**config.mk**
```make
export PLATFORM = sky130hd
export DESIGN_NAME = conv_frame_sequencer
export DESIGN_NICKNAME = d
export VERILOG_FILES = /design/src/rtl/conv_frame_sequencer.sv
export SDC_FILE = /design/constraint.sdc
export NUM_CORES = 1
export LEC_CHECK = 0
export BUFFER_PORTS_ARGS = -buffer_cell sky130_fd_sc_hd__buf_2
export CAP_MARGIN = 5
export CORE_MARGIN = 2
export CORE_UTILIZATION = 44
export DETAILED_ROUTE_END_ITERATION = 12
export PLACE_DENSITY = 0.69
export SKIP_LAST_GASP = 1
export SYNTH_ARGS = -nofsm -noshare
export SYNTH_HDL_FRONTEND = slang
export SYNTH_SLANG_ARGS = --single-unit
export TNS_END_PERCENT = 20
```
**constraint.sdc**
```tcl
create_clock -name clk_i -period 4.6 [get_ports clk_i]
set_input_delay 0.46 -clock clk_i [delete_from_list [all_inputs] [get_ports clk_i]]
set_output_delay 0.46 -clock clk_i [all_outputs]
set_load 0.01 [all_outputs]
```
**src/rtl/conv_frame_sequencer.sv**
```systemverilog
// conv_frame_sequencer
// Frame-level controller for the streaming convolution engine. On start it
// reads one IMG_W x IMG_H frame from the source memory in raster order and
// feeds it to the engine, captures the engine's output stream into the
// result memory at consecutive addresses, and then reports done/error.
//
// Ports
//   clk_i, rst_i             clock, synchronous active-high reset
//   start_i, pause_i         frame start (IDLE only), read suspend (FEED only)
//   busy_o, done_o, err_o    status: active frame, end-of-frame pulse, sticky error
//   rd_en_o/rd_addr_o/rd_data_i       source memory read port (1-cycle latency)
//   conv_valid_o/conv_pixel_o         engine input stream
//   conv_valid_i/conv_pixel_i         engine output stream
//   wr_en_o/wr_addr_o/wr_data_o       result memory write port
//
// state   | meaning
// --------+---------------------------------------------------------------
// S_IDLE  | waiting for start_i, all strobes low
// S_FEED  | issuing source reads, one per unpaused cycle
// S_DRAIN | all reads issued, waiting for remaining engine outputs
// S_DONE  | one-cycle done_o pulse, then back to S_IDLE
module conv_frame_sequencer #(
    parameter int IMG_W         = 480,
    parameter int IMG_H         = 480,
    parameter int OUT_PIXELS    = 228484,
    parameter int ADDR_W        = 18,
    parameter int DRAIN_TIMEOUT = 4096
) (
    input  logic              clk_i,
    input  logic              rst_i,
    input  logic              start_i,
    input  logic              pause_i,
    output logic              busy_o,
    output logic              done_o,
    output logic              err_o,
    output logic              rd_en_o,
    output logic [ADDR_W-1:0] rd_addr_o,
    input  logic [7:0]        rd_data_i,
    output logic              conv_valid_o,
    output logic [7:0]        conv_pixel_o,
    input  logic              conv_valid_i,
    input  logic [7:0]        conv_pixel_i,
    output logic              wr_en_o,
    output logic [ADDR_W-1:0] wr_addr_o,
    output logic [7:0]        wr_data_o
);

    localparam int TMR_W = $clog2(DRAIN_TIMEOUT + 1);
    localparam logic [ADDR_W-1:0] LAST_RD  = ADDR_W'(IMG_W * IMG_H - 1);
    localparam logic [ADDR_W-1:0] OUT_CNT  = ADDR_W'(OUT_PIXELS);
    localparam logic [ADDR_W-1:0] OUT_LAST = ADDR_W'(OUT_PIXELS - 1);
    localparam logic [TMR_W-1:0]  TMR_LOAD = TMR_W'(DRAIN_TIMEOUT);

    typedef enum logic [1:0] {
        S_IDLE,
        S_FEED,
        S_DRAIN,
        S_DONE
    } state_t;

    state_t            state;
    state_t            state_next;
    logic [ADDR_W-1:0] rd_cnt;
    logic [ADDR_W-1:0] wr_cnt;
    logic [TMR_W-1:0]  idle_tmr;
    logic              err;
    logic              conv_valid;
    logic              active;
    logic              capture;
    logic              overflow;
    logic              start_ok;
    logic              timeout;

    assign active   = (state == S_FEED) || (state == S_DRAIN);
    assign capture  = active && conv_valid_i && (wr_cnt < OUT_CNT);
    assign overflow = active && conv_valid_i && (wr_cnt == OUT_CNT);

    always_comb begin
        state_next = state;
        busy_o     = 1'b0;
        done_o     = 1'b0;
        rd_en_o    = 1'b0;
        start_ok   = 1'b0;
        timeout    = 1'b0;
        case (state)
            S_IDLE: begin
                if (start_i) begin
                    start_ok   = 1'b1;
                    state_next = S_FEED;
                end
            end
            S_FEED: begin
                busy_o  = 1'b1;
                rd_en_o = !pause_i;
                if (!pause_i && (rd_cnt == LAST_RD)) begin
                    state_next = S_DRAIN;
                end
            end
            S_DRAIN: begin
                busy_o = 1'b1;
                // Leave in the same cycle as the final write so done_o follows it directly.
                if ((wr_cnt == OUT_CNT) || (capture && (wr_cnt == OUT_LAST))) begin
                    state_next = S_DONE;
                end else if (!conv_valid_i && (idle_tmr == TMR_W'(1))) begin
                    timeout    = 1'b1;
                    state_next = S_DONE;
                end
            end
            S_DONE: begin
                done_o     = 1'b1;
                state_next = S_IDLE;
            end
            default: state_next = S_IDLE;
        endcase
    end

    always_ff @(posedge clk_i) begin
        if (rst_i) begin
            state      <= S_IDLE;
            rd_cnt     <= '0;
            wr_cnt     <= '0;
            idle_tmr   <= TMR_LOAD;
            err        <= 1'b0;
            conv_valid <= 1'b0;
        end else begin
            state      <= state_next;
            conv_valid <= rd_en_o;
            if (start_ok) begin
                rd_cnt <= '0;
                wr_cnt <= '0;
                err    <= 1'b0;
            end else begin
                // Hold on the last address so the counter never wraps.
                if (rd_en_o && (rd_cnt != LAST_RD)) begin
                    rd_cnt <= rd_cnt + ADDR_W'(1);
                end
                if (capture) begin
                    wr_cnt <= wr_cnt + ADDR_W'(1);
                end
                if (overflow || timeout) begin
                    err <= 1'b1;
                end
            end
            // Counts consecutive idle DRAIN cycles; reloaded outside DRAIN and on every output.
            if ((state != S_DRAIN) || conv_valid_i) begin
                idle_tmr <= TMR_LOAD;
            end else begin
                idle_tmr <= idle_tmr - TMR_W'(1);
            end
        end
    end

    assign rd_addr_o    = rd_cnt;
    assign err_o        = err;
    assign conv_valid_o = conv_valid;
    assign conv_pixel_o = conv_valid ? rd_data_i : 8'd0;
    assign wr_en_o      = capture;
    assign wr_addr_o    = capture ? wr_cnt : '0;
    assign wr_data_o    = capture ? conv_pixel_i : 8'd0;

endmodule

```
# == Yosys cells after proc, flatten, opt, wreduce, memory -nomap -nowiden ==
# Index checks and enable logic that the tools add are counted.
# word_totals
reg_bits,53
input_bits,21
out_inout_bits,58
word_cells,56
# op_classes
add_sub_neg,3
magnitude_cmp,1
n_eq_ne,12
mux,16
n_reduce_logical,18
# op_table
cell,count
$eq A18 B18 Y1 const B,3
$add A18 B1 Y18 const B,2
$lt A18 B18 Y1 const B,1
$mux W18,1
$ne A18 B18 Y1 const B,1
$mux W8,2
$eq A13 B1 Y1 const B,1
$sub A13 B1 Y13 const B,1
$mux W1,8
$mux W2,4
$pmux W2 S4,1
$logic_and A1 B1 Y1,7
$reduce_or A2 Y1,3
$eq A2 B2 Y1 const B,2
$logic_or A1 B1 Y1,4
$ne A2 B2 Y1 const B,2
$ne A3 B1 Y1 const B,1
$reduce_and A3 Y1,1
$eq A2 B1 Y1 const B,1
$logic_not A1 Y1,2
$logic_not A2 Y1,1
$ne A2 B1 Y1 const B,1

# == Depth between registers and ports, before layout ==
# Gate-level depths: netlist of run 1.
# depth
ltp_word,9
depth_mapped,8
ltp_nobuf,7

# == Worst setup path before layout of run 1 ==
# OpenSTA, ideal clock, no wires.
# synth_timing
path_kind,register to output
startpoint,reg state[0]
endpoint,out wr_addr_o[14]
t_arrival_ns,1.724
setup_slack_ns,2.416
stages_incl_launch_ff,8
path_cell_list,dfxtp_1 > inv_1 > ha_1 > and2_1 > and2_1 > clkbuf_1 > clkbuf_1 > and3_1
# synth_between
elab_chain_cells,5
word_cells_on_any_way,6
classes_between,eq/ne (2); mux (1); reduce/logical (3)
# synth_rtl
element,line_no,source
from (decl),61,state_t state;
from (signal assigned),126,state <= state_next;
$eq A2 B1 Y1 or $eq A2 B2 Y1 (tied branches),74,assign active = (state == S_FEED) || (state == S_DRAIN);
$logic_or A1 B1 Y1 (*),74,
$logic_and A1 B1 Y1 (*) (2 in series),75,assign capture = active && conv_valid_i && (wr_cnt < OUT_CNT);
$mux W18 (*),158,assign wr_addr_o = capture ? wr_cnt : '0;
to (decl),44,"output logic [ADDR_W-1:0] wr_addr_o,"
# Every way passes the cells marked *; elsewhere a longest branch is shown, timed or not.

# == Worst setup path after layout of run 1 ==
# layout_timing
startpoint,reg state[0]
endpoint,out wr_addr_o[9]
# The elaborated chain is that of the path after synthesis.

==> impl_metrics.py, run 1 <==
metrics = {
    "place": {
        "dp_worst_setup_slack_ns": 2.157,
        "io_buffers": 78,
        "gp_congestion": 0.7907,
        "place_hpwl_um": 5131,
        "placed_cell_area_mm2": 0.003406,
    },
    "sta": {
        "finalCritPeriodShare_pct": 60.64,
        "finalSetupTns_ns": 0,
        "tightestPinTransition_ns": 0.7244,
        "setup_viol": 0,
        "finalHoldViolations": 0,
        "setup_ws_ns": 1.810,
        "grt_setup_unrepaired": "false",
        "drv_slew": 0,
        "clock_skew_ns": 0.01422,
        "fmax_ghz": 0.3585,
        "period_minus_slack_ns": 2.790,
        "slew_headroom_pct": 51.71,
    },
    "cts": {
        "clock_path_buffers": 2,
        "cts_resized": 0,
        "clk_pin_slew_worst_paths_ns": 0.09,
        "clkLatencyLatePin_ns": 0.31,
        "hold_buffers": 0,
        "postCtsSetupRepairBufs": 0,
        "clock-sinks": 53,
        "cts_made_buffers": 5,
        "cts-root-buf": "clkbuf_8",
        "ctsHtreeMaxLevel": 2,
        "tritoncts": "built",
    },
    "worst_setup_path": {
        "path_class": "flip-flop to primary output",
        "cp_max_fo": 26,
        "cp_data_required_time_ns": 4.14,
        "cp.arrival_ns": 2.33,
        "r2r_cells": 7,
        "worstSetupEndpointType": "primary output",
        "start_kind": "flip-flop",
    },
    "floorplan": {
        "start_util_pct": 44.74,
        "core_area_mm2": 0.006681,
        "fp-row-count": 30,
        "floorplan.die_area_mm2": 0.007468,
        "die_w_um": 86.42,
        "die_y_um": 86.42,
        "io_pins": 79,
    },
    "synthesis": {
        "synth.most_common_cell": "nor2_1",
        "synthTopCellsByCount": "nor2_1 (56), dfxtp_1 (53), xnor2_1 (28)",
        "avgSynthCellArea_um2": 8.373,
        "synth-seq-area-share_pct": 35.50,
        "ys.flop_type": "dfxtp_1",
        "synth_area_mm2": 0.002989,
        "yosysTopAreaCell": "dfxtp_1",
        "syn_nets": 388,
        "yosysWarnings": 0,
        "synth_edf_count": 0,
        "synthArstFlopShare_pct": 0,
        "synth.area.top_cells": "dfxtp_1 (35%), xnor2_1 (8.2%), nor2_1 (7.0%)",
        "synth_top_area_share_pct": 35.50,
        "synthCells": 357,
        "ys_types": 51,
        "yosys_register_bits": 53,
    },
    "power_and_ir_drop": {
        "power.density_mw_per_mm2": 342.4,
        "p_leak_nw": 1.577,
        "peakVddDrop_v": 0.0002001,
    },
    "drt": {
        "viasPerCell": 5.340,
        "routed_wl_um": 6852,
        "drt_iter0_markers": 105,
        "wire_per_inst_um": 13.46,
        "route.detailed.drc": 0,
        "vias": 2718,
        "ant_nets": 0,
        "firstDrtPassIters": 4,
    },
    "global_route": {
        "grt_pass1_vias": 2379,
        "track_usage_pct": 17.99,
        "grt_pass1_wl_um": 10920,
        "overflow": 0,
        "grt_antenna_before_repair": 0,
        "grt_max_degree": 27,
    },
    "finish": {
        "final_util_pct": 52.23,
        "drive_above_1_share_pct": 22.38,
        "final_nets": 459,
        "postLayoutCellArea_mm2": 0.003490,
        "n_antenna_cell": 0,
        "synthToLayoutAreaGrowth_pct": 16.74,
    },
    "hold_path": {
        "min_path_cells": 2,
        "hold_path.class": "input port to flip-flop",
    },
    "run": {
        "drv_cap": 0,
    },
    "outcome": {
        "outcome": "complete, no violations",
    },
}
[power breakdown]
group          internal, mW  total [mW]  switching, mW
clock network         0.108       0.258          0.150
registers             0.486       0.515         0.0291
logic                 0.171       0.422          0.251
[worst paths after layout]
| kind | start | slack [ns] | end |
|---|---|---|---|
| setup / recovery | state[0]$_SDFFE_PP0P_ | 1.81 | wr_addr_o[9] |
| hold reg to reg | idle_tmr[0]$_SDFF_PP0_ | 0.51 | idle_tmr[0]$_SDFF_PP0_ |
| setup reg to reg | state[0]$_SDFFE_PP0P_ | 2.12 | wr_cnt[16]$_SDFFE_PP0N_ |
| hold / removal | rst_i | 0.35 | conv_valid_o$_SDFF_PP0_ |
[placed cells by master (no fill, tap or decap), drive strengths merged, types with 3 or more instances in the layout]
cell type / n
dfxtp: 53
ha: 10
buf: 80
mux2i: 3
xnor2: 28
nor2: 56
inv: 14
o21ai: 3
or4: 3
and3: 27
clkbuf: 7
nand2b: 4
xor2: 8
a31oi: 4
nor3: 12
or3: 5
a21oi: 10
nand2: 18
a211oi: 5
nand4: 7
nand3: 17
and2: 14
nor4: 10
nand4b: 3
[critical path, stage by stage (launching register included)]
cell	delay, ns
dfxtp_1	0.40
inv_1	0.10
ha_1	0.31
and2_1	0.20
and2_1	0.63
and3_1	0.26
buf_2	0.13
[through the flow]
stage	std cells	power [mW]	hold slack [ns]
finish	509	1.195	0.3519
CTS	509	1.205	0.3456
global placement	501	0.9351	0.4774
floorplan	357	0.8385	0.4530
global route	509	1.279	0.3500
detailed placement	501	0.9478	0.4919
[logic make-up after synthesis]
group,Yosys count,share of synthesized area [%]
simple gates,187,33.95
mux,3,1.005
fa+ha+maj,10,4.186
xor+xnor,36,10.55
compound gates,38,10.09
buf+inv,30,4.730
flops,53,35.50
[flip-flops by register name, summed over array words and instances, names as in the netlist]
signal and count:
err_o 1, wr_cnt 18, idle_tmr 13, state 2, rd_addr_o 18, conv_valid_o 1
[metal layers]
metal / GRT usage, % / up-vias / wire length [µm]
met2: 29.86 / 56 / 3243
met5: 0 / - / 0
li1: - / 1391 / -
met4: 4.403 / 0 / 53
met1: 24.22 / 1267 / 3279
met3: 3.333 / 4 / 275
[layout make-up]
class                      count  area, µm²
multi-input combinational    274       1787
sequential                    53       1061
timing repair buffer          80      405.4
clock inverter                 1      7.507
fill                         650       3192
clock buffer                   7      76.32
inverter                      14      52.55
tap                           80      100.1
Power figures use the tool's default switching activity.
==> inputs of run 2 (changes only) <==
==> constraint.sdc (replaced) <==
create_clock -name clk_i -period 2.7 [get_ports clk_i]
set_input_delay 0.27 -clock clk_i [delete_from_list [all_inputs] [get_ports clk_i]]
set_output_delay 0.27 -clock clk_i [all_outputs]
set_load 0.01 [all_outputs]
==> run 2 against run 1 <==
Effect of this change: wire length rose by 0.35%; final cell count rose by 0.59%; sequential cell count did not move; final area rose by 1.1%; register-to-register slack got worse by 1.6 ns; global-route usage rose by 0.42 points; clock-buffer cell count fell by 2; hold slack got worse by 0.20 ns; clock power rose by 77%; critical path type unchanged; critical endpoint is now wr_data_o[7].
==> impl_metrics.py, run 2 (same netlist as run 1, synthesis figures left out) <==
metrics = {
    "worst_setup_path": {
        "r2r_slack_ns": 0.48,
        "cp.arrival_ns": 2.22,
        "slowest_stage": "dfxtp_1",
        "critPathBufInv": 3,
        "cp-endpoint": "wr_data_o[7]",
        "crit_family": "simple AND/OR/NAND/NOR gates",
        "cpMostUsedCell": "and2_1",
        "path_class": "flip-flop to primary output",
        "cp_max_fo": 21,
        "r2r-end": "wr_cnt[8]$_SDFFE_PP0N_",
        "max_stage_delay_ns": 0.40,
        "worstSetupEndpointType": "primary output",
        "r2r_cells": 7,
        "worstPathCellList": "inv_1 -> ha_1 -> and2_1 -> and2_1 -> buf_4 -> and3_1 -> buf_2",
        "crit_start": "state[0]$_SDFFE_PP0P_",
        "start_kind": "flip-flop",
        "r2r-start": "state[0]$_SDFFE_PP0P_",
        "cp_data_required_time_ns": 2.43,
        "worst-path-stages": 7,
    },
    "run": {
        "drv_cap": 0,
    },
    "sta": {
        "fmax_ghz": 0.4013,
        "clock_skew_ns": 0.01017,
        "drv_slew": 0,
        "period_minus_slack_ns": 2.492,
        "setup_viol": 0,
        "slew_headroom_pct": 51.08,
        "finalHoldViolations": 0,
        "grt_setup_unrepaired": "false",
        "finalSetupTns_ns": 0,
        "tightestPinTransition_ns": 0.7320,
        "finalCritPeriodShare_pct": 92.30,
    },
    "global_route": {
        "grt_max_degree": 26,
        "overflow": 0,
        "grt_pass1_vias": 2535,
        "grt_pass1_wl_um": 11390,
        "grt_antenna_before_repair": 0,
        "track_usage_pct": 18.42,
    },
    "drt": {
        "firstDrtPassIters": 4,
        "route.detailed.drc": 0,
        "drt_iter0_markers": 99,
        "viasPerCell": 5.387,
        "wire_per_inst_um": 13.43,
        "vias": 2758,
        "routed_wl_um": 6876,
        "ant_nets": 0,
    },
    "cts": {
        "cts_made_buffers": 5,
        "tritoncts": "built",
        "clock_path_buffers": 2,
        "clkLatencyLatePin_ns": 0.31,
        "cts-root-buf": "clkbuf_8",
        "clk_pin_slew_worst_paths_ns": 0.10,
        "ctsHtreeMaxLevel": 2,
        "clock-sinks": 53,
        "postCtsSetupRepairBufs": 0,
    },
    "floorplan": {
        "floorplan.die_area_mm2": 0.007468,
        "die_w_um": 86.42,
        "io_pins": 79,
        "start_util_pct": 44.74,
        "core_area_mm2": 0.006681,
        "fp-row-count": 30,
        "die_y_um": 86.42,
    },
    "finish": {
        "final_common_cell": "buf_2",
        "n_antenna_cell": 0,
        "final_nets": 462,
        "synthToLayoutAreaGrowth_pct": 18.00,
        "final.fill_count": 652,
        "regArea_mm2": 0.001061,
        "drive_above_1_share_pct": 23.38,
        "final_cell_mix": "buf_2 (78), nor2_1 (56), dfxtp_1 (53)",
        "final_util_pct": 52.79,
        "multi_input_area_mm2": 0.001794,
    },
    "power_and_ir_drop": {
        "p_leak_nw": 1.602,
        "peakVddDrop_v": 0.0002556,
        "power.density_mw_per_mm2": 585.5,
        "totalPowerFinal_mw": 2.065,
    },
    "place": {
        "gp_congestion": 0.8014,
        "io_buffers": 78,
        "place_hpwl_um": 5156,
    },
    "outcome": {
        "outcome": "complete, no violations",
    },
    "hold_path": {
        "min_path_cells": 2,
        "hold_path.class": "input port to flip-flop",
    },
}
[run 2: cell types whose count changed in the layout (fill, tap and decap cells not counted)]
cell        before  now
a211oi_2         2    1
clkbuf_1         2    0
clkinv_4         0    2
buf_4            2    5
a211oi_4         0    1
clkinv_2         0    1
clkinvlp_4       1    0
[run 2: how the worst min path moves through the flow]
stage                                    to  slack [ns]                    start
floorplan           conv_valid_o$_SDFF_PP0_        0.34                    rst_i
global placement    idle_tmr[12]$_SDFF_PP1_        0.48  idle_tmr[12]$_SDFF_PP1_
detailed placement  conv_valid_o$_SDFF_PP0_        0.49                    rst_i
CTS                 conv_valid_o$_SDFF_PP0_        0.15                    rst_i
global route        conv_valid_o$_SDFF_PP0_        0.16                    rst_i
finish              conv_valid_o$_SDFF_PP0_        0.15                    rst_i
[run 2: stage by stage]
step                cell area (µm²)  cells  worst slack [ns]  hold WS [ns]
global placement               3428    504            0.5031        0.4779
CTS                            3520    512            0.1151        0.1484
detailed placement             3428    504            0.4615        0.4858
floorplan                      2989    357            0.7064        0.3424
global route                   3527    512           0.01654        0.1550
finish                         3527    512            0.2080        0.1543
[run 2: worst register-to-register path, cell delays in order, from the launching register on]
cell and delay, ns:
dfxtp_1 0.40, inv_1 0.10, ha_1 0.33, and2_1 0.22
nand2_1 0.25, nor4b_2 0.48, a31oi_1 0.14, a41o_1 0.21
[run 2: where the power goes]
group          switching (mW)  internal [mW]
Sequential             0.0487          0.827
Clock                   0.271          0.185
Combinational           0.430          0.304
Total                   0.749           1.32
[run 2: timing repair]
action / CTS / global route
setup endpoints to repair: 0 / 1
hold buffers: 0 / 0
gates resized for setup: 0 / 1
[run 2: final cells by class]
| class | instances | area share, % |
|---|---|---|
| Inverter | 14 | 1.490 |
| Clock inverter | 3 | 0.6385 |
| Multi-Input combinational cell | 274 | 50.87 |
| Sequential cell | 53 | 30.08 |
| Timing Repair Buffer | 83 | 12.13 |
| Tap cell | 80 | 2.838 |
| Clock buffer | 5 | 1.951 |
[run 2: layer usage]
layer	GRT usage, %	routed length, µm	up-vias
li1	-	-	1396
met1	23.76	3222	1299
met2	31.61	3345	57
met3	3.429	245	6
met4	4.830	62	0
met5	0	0	-
